==> src/rtl/am_inserter.sv <==
// Alignment-marker inserter for a 40GBASE-R transmit PCS.
// Carries NUM_LANES 66-bit blocks per beat and, once every AM_PERIOD beats, replaces the
// beat with one alignment marker per lane carrying that lane's running BIP.
module am_inserter #(
    parameter int unsigned NUM_LANES = 4,
    parameter int unsigned LANE_BASE = 0,
    parameter int unsigned AM_PERIOD = 16384
) (
    input  logic                      clk,
    input  logic                      reset_n,
    input  logic                      am_enable,
    input  logic [66*NUM_LANES-1:0]   in_data,
    input  logic                      in_valid,
    output logic                      in_ready,
    output logic [66*NUM_LANES-1:0]   out_data,
    output logic                      out_valid,
    input  logic                      out_ready,
    output logic                      am_pending
);

    localparam int unsigned CntW = (AM_PERIOD > 1) ? $clog2(AM_PERIOD) : 1;
    localparam logic [CntW-1:0] CntMax = CntW'(AM_PERIOD - 1);

    // Even-parity fold of a 66-bit block into the 8 BIP bit positions; the two sync-header
    // bits land on BIP bits 3 and 4.
    function automatic logic [7:0] bip_fold(input logic [65:0] x);
        logic [7:0] f;
        f = '0;
        for (int k = 0; k < 8; k++) begin
            f = f ^ x[2+8*k +: 8];
        end
        f[3] = f[3] ^ x[0];
        f[4] = f[4] ^ x[1];
        return f;
    endfunction

    // Marker block for a PCS lane: {BIP7, M6 M5 M4, BIP3, M2 M1 M0, sync 01}, byte 0 lowest.
    function automatic logic [65:0] marker(input logic [1:0] lane, input logic [7:0] bip);
        logic [23:0] lo;
        logic [23:0] hi;
        case (lane)
            2'd0:    begin lo = 24'h477690; hi = 24'hB8896F; end
            2'd1:    begin lo = 24'hE6C4F0; hi = 24'h193B0F; end
            2'd2:    begin lo = 24'h9B65C5; hi = 24'h649A3A; end
            default: begin lo = 24'h3D79A2; hi = 24'hC2865D; end
        endcase
        return {~bip, hi, bip, lo, 2'b01};
    endfunction

    logic [CntW-1:0]          blk_cnt_d, blk_cnt_q;
    logic [8*NUM_LANES-1:0]   bip_d, bip_q;
    logic [66*NUM_LANES-1:0]  out_data_d, out_data_q;
    logic                     out_valid_d, out_valid_q;
    logic [66*NUM_LANES-1:0]  am_word;
    logic                     load_ok, marker_slot, marker_load, data_load;

    assign load_ok     = !out_valid_q || out_ready;
    assign marker_slot = am_enable && (blk_cnt_q == '0);
    assign marker_load = load_ok && marker_slot;
    assign data_load   = load_ok && !marker_slot && in_valid;

    // Marker slots show up upstream as backpressure, announced one beat ahead by am_pending.
    assign in_ready    = load_ok && !marker_slot;
    assign am_pending  = marker_slot;
    assign out_data    = out_data_q;
    assign out_valid   = out_valid_q;

    // Marker word for every bus lane, stamped with the BIP accumulated since the last marker
    always_comb begin
        am_word = '0;
        for (int i = 0; i < int'(NUM_LANES); i++) begin
            am_word[66*i +: 66] = marker(2'(LANE_BASE + i), bip_q[8*i +: 8]);
        end
    end

    // Next state of the output register, the beat counter and the per-lane BIP accumulators
    always_comb begin
        out_data_d  = out_data_q;
        out_valid_d = out_valid_q;
        blk_cnt_d   = blk_cnt_q;
        bip_d       = bip_q;
        if (marker_load) begin
            out_data_d  = am_word;
            out_valid_d = 1'b1;
            // A marker restarts each BIP from the marker block itself
            for (int i = 0; i < int'(NUM_LANES); i++) begin
                bip_d[8*i +: 8] = bip_fold(am_word[66*i +: 66]);
            end
        end else if (data_load) begin
            out_data_d  = in_data;
            out_valid_d = 1'b1;
            for (int i = 0; i < int'(NUM_LANES); i++) begin
                bip_d[8*i +: 8] = bip_q[8*i +: 8] ^ bip_fold(in_data[66*i +: 66]);
            end
        end else if (out_ready) begin
            out_valid_d = 1'b0;
        end
        if (marker_load || data_load) begin
            blk_cnt_d = (blk_cnt_q == CntMax) ? '0 : blk_cnt_q + CntW'(1);
        end
        // Disabled: hold the period at its start so re-enabling opens with a fresh marker
        if (!am_enable) begin
            blk_cnt_d = '0;
            bip_d     = '0;
        end
    end

    // State registers with asynchronous active-low reset
    always_ff @(posedge clk or negedge reset_n) begin
        if (!reset_n) begin
            out_data_q  <= '0;
            out_valid_q <= 1'b0;
            blk_cnt_q   <= '0;
            bip_q       <= '0;
        end else begin
            out_data_q  <= out_data_d;
            out_valid_q <= out_valid_d;
            blk_cnt_q   <= blk_cnt_d;
            bip_q       <= bip_d;
        end
    end

endmodule

==> config.mk <==
export PLATFORM = sky130hd
export DESIGN_NAME = am_inserter
export DESIGN_NICKNAME = d
export VERILOG_FILES = /design/src/rtl/am_inserter.sv
export SDC_FILE = /design/constraint.sdc
export NUM_CORES = 1
export LEC_CHECK = 0
export CAP_MARGIN = 20
export CORE_AREA = 10 10 200 202
export CTS_CLUSTER_DIAMETER = 150
export CTS_CLUSTER_SIZE = 24
export DETAILED_ROUTE_END_ITERATION = 6
export DIE_AREA = 0 0 210 212
export MAX_ROUTING_LAYER = met4
export PLACE_DENSITY = 0.73
export SLEW_MARGIN = 20
export SYNTH_ARGS = -nofsm -noshare
export SYNTH_HDL_FRONTEND = slang
export SYNTH_SLANG_ARGS = --single-unit
==> constraint.sdc <==
create_clock -name clk -period 2.3 [get_ports clk]
set_clock_uncertainty 0.1 [all_clocks]
set_input_delay 0.345 -clock clk [delete_from_list [all_inputs] [get_ports clk]]
set_output_delay 0.345 -clock clk [all_outputs]
set_load 0.005 [all_outputs]
==> results.md <==
- Final Slew Violations: 0
- DRC violations left: 0
- Total wire length: 56700 µm
- Most common flop cell mapped by yosys: sky130_fd_sc_hd__dfrtp_1
- Max-capacitance violation count: 0
- Async set-reset flop share out of synthesis: 1.00
- Area of the die: 0.0445 mm²
- Pwr Total: 16.2 mW
- Top post-synthesis cells by area: sky130_fd_sc_hd__dfrtp_1, sky130_fd_sc_hd__xnor2_1, sky130_fd_sc_hd__a22o_1
- Standard-cell row count: 70
- Sum of overflow across all layers after global routing: 0
- Most instantiated library cell after synthesis: sky130_fd_sc_hd__dfrtp_1
- DR top layer: met4
- Result of the run: finished with violations
- Detail-routed net length per standard cell: 24.8 µm
- Worst min-delay path category: in -> async
- Final Hold Viols: 0
- Post-synth top area share: 0.549
- Setup TNS Final: -0.706 ns
- Total of endpoints with negative setup slack in the final report: 34
- Overall Global Routing Usage: 0.241
- Area taken by multi-input logic gates: 0.00625 mm²
- Final worst-path cycle share: 1.02
- Arrival time at the worst endpoint: 2.69 ns
- Net Count, Synth: 1507
- Cell Chain, Critical Path: inv_2 -> ha_4 -> nor4b_4 -> buf_4 -> a41oi_4 -> buf_6 -> nor2_4 -> buf_12 -> buf_12 -> buf_12 -> nor2_2 -> a21oi_1
- I/O Pins: 536
- Antenna violations before repair: 2
- FF/Latch Area: 0.00778 mm²
- Routed vias/inst: 5.43
- Vias in the first global route: 13200
- Seq cells post-synth: 311
- DRT Pass-1 Iters: 5
- Number of buffers inserted by port buffering: 535
- DIE HEIGHT: 212 µm
- CTS root buf: sky130_fd_sc_hd__clkbuf_16
- PnR worst setup slack: -0.0465 ns
- Post-synthesis average cell area: 11.5 µm²
- Core area: 0.0361 mm²
- Routed wl met2: 28200 µm
- Overall via count from detail_route: 12400
- Core utilization of the finished layout: 0.607
- Signed area change from the synthesized netlist to the final layout: 54.6%
- Starting DRT DRC Count: 704
- Die Width: 210 µm
- WS Path Type: reg -> reg
- Antenna Nets Post-Route: 0
- Global-route wire length before repair: 81500 µm
- Met3 wire len: 4280 µm
- Worst skew pair latency: 0.52 ns
- Violations in the final reports: negative setup slack
- Largest net degree at the start of global routing: 53
- CTS clock-pin slew for the worst setup and hold paths: 0.10 ns
- Max stage delay on crit path: 0.41 ns
- DP Wirelength: 42000 µm
- Clock Tree Buf Depth: 3
- Net count, final: 2091
- Shortest clock period the worst path allows after layout: 2.35 ns
- Worst Setup End Kind: flip-flop
- Peak supply drop: 0.000510 V
- Count of flip-flops with a built-in enable after synthesis: 0
- Areal power density over the cells: 737 mW/mm²
- Post-synthesis sequential area ratio: 0.549
- Maximum clock frequency: 426 MHz
- Total number of yosys warnings: 0
- Wire length on met1: 22800 µm
- Number of fill cells: 2919
- Leakage power of the design: 8.71 nW
- Synth cell count leaders: sky130_fd_sc_hd__dfrtp_1, sky130_fd_sc_hd__xnor2_1, sky130_fd_sc_hd__a22o_1
- Critical-path maximum fanout: 8
- Cells after Synth: 1236
- Number of sinks on the clock net: 311
- Number of buffers created by CTS: 16
- Tightest Pin Transition: 0.477 ns
- Initial Util: 0.393
- Worst-case hold slack: 0.244 ns
- Total number of H-tree levels: 1
- Number of distinct library cells after synthesis: 43
- Synthesized cell area: 0.0142 mm²
- Slowest cell on the critical path: sky130_fd_sc_hd__dfrtp_1
- Most frequent cell on the critical path: sky130_fd_sc_hd__buf_12
- Setup repair after global routing missed its margin: yes
- Routability congestion estimate from global placement: 0.860
- Post-synth top area cell: sky130_fd_sc_hd__dfrtp_1
- Data required time of the worst path: 2.65 ns
- Rel. slew slack: 0.680
- Layout cell share with drive strength beyond 1: 0.103
- TritonCTS clock tree: yes
- Startpoint class of the critical path: flip-flop
routing by layer:
metal,vias to the layer above,GRT usage
met4,0,0.0638
met1,6294,0.286
li1,5596,-
met5,-,-
met3,88,0.0647
met2,458,0.397
what timing repair did:
action,in CTS,in global routing
cloned,0,11
buffers inserted,8,11
setup endpoints to repair,63,260
resized for setup,15,96
pin swaps,5,12
hold buffers,1,0
endpoints found under the hold margin,37,0
power breakdown:
group | switching (mW) | internal, mW
Combinational | 2.53 | 3.47
Sequential | 0.613 | 6.38
Clock | 1.82 | 1.34
Total | 4.97 | 11.2
through the flow:
step	cell area [µm²]	setup WS, ns	std cells
finish	21900	-0.0465	2289
global route	21900	-0.143	2289
CTS	21300	-0.0388	2268
detailed placement	20800	-0.200	2241
global placement	20800	-0.180	2241
floorplan	14200	0.180	1236
worst max-delay path: cells and delay by family, from the launching register on:
| family | cells | cell delay, ns |
|---|---|---|
| buf+inv | 6 | 0.88 |
| flops | 1 | 0.41 |
| compound gates | 2 | 0.19 |
| fa+ha+maj | 1 | 0.12 |
| simple gates | 3 | 0.57 |
worst paths after layout:
path	from	to	slack [ns]	cells after the start
worst max-delay path	blk_cnt_q[1]	out_data[263]	-0.05	12
worst min-delay path	reset_n	out_data[167]	0.24	2
worst max register to register	blk_cnt_q[1]	out_data[263]	-0.05	12
worst min register to register	out_data[117]	out_data[117]	0.41	1
max in group asynchronous	reset_n	out_data[178]	1.20	3
min in group clk	in_data[177]	out_data[177]	0.35	2
flip-flops by register name, indices dropped and copies added, names as in the netlist:
name / flops
out_data: 264
bip_q: 32
blk_cnt_q: 14
out_valid: 1
cell type report:
class | instances | area share
Multi-Input combinational cell | 837 | 0.285
Antenna cell | 1 | 0.000114
Clock buffer | 18 | 0.0196
Tap cell | 468 | 0.0267
Timing Repair Buffer | 648 | 0.312
Sequential cell | 311 | 0.355
Inverter | 6 | 0.00114
cell usage in the layout, fill, tap and decap left out, types with 3 or more instances in the layout:
| cell | instances |
|---|---|
| sky130_fd_sc_hd__clkdlybuf4s50_1 | 532 |
| sky130_fd_sc_hd__dfrtp_1 | 311 |
| sky130_fd_sc_hd__xnor2_1 | 201 |
| sky130_fd_sc_hd__a22o_1 | 123 |
| sky130_fd_sc_hd__o22a_1 | 100 |
| sky130_fd_sc_hd__nor2_1 | 85 |
| sky130_fd_sc_hd__a21oi_1 | 62 |
| sky130_fd_sc_hd__buf_4 | 55 |
| sky130_fd_sc_hd__nand2_1 | 49 |
| sky130_fd_sc_hd__o21ai_0 | 41 |
| sky130_fd_sc_hd__o22ai_1 | 32 |
| sky130_fd_sc_hd__xor2_1 | 32 |
| sky130_fd_sc_hd__buf_12 | 28 |
| sky130_fd_sc_hd__clkbuf_16 | 27 |
| sky130_fd_sc_hd__o21ai_1 | 17 |
| sky130_fd_sc_hd__buf_6 | 14 |
| sky130_fd_sc_hd__o21ai_2 | 11 |
| sky130_fd_sc_hd__nor2_2 | 9 |
| sky130_fd_sc_hd__a21oi_2 | 9 |
| sky130_fd_sc_hd__nand3_1 | 9 |
| sky130_fd_sc_hd__nand4_1 | 8 |
| sky130_fd_sc_hd__buf_8 | 7 |
| sky130_fd_sc_hd__nor2_4 | 6 |
| sky130_fd_sc_hd__nor4_1 | 5 |
| sky130_fd_sc_hd__xnor3_1 | 4 |
| sky130_fd_sc_hd__or3_1 | 4 |
| sky130_fd_sc_hd__inv_1 | 3 |
cells by family after synthesis:
logic type               after synthesis  share of synthesized area
AO/OA/AOI/OAI                        408                      0.211
XOR/XNOR                             237                      0.150
adder cells (fa/ha/maj)                2                    0.00176
buffers and inverters                 88                     0.0263
flip-flops                           311                      0.549
AND/OR/NAND/NOR                      190                     0.0618
No activity file was read; power rests on OpenSTA's default activity.
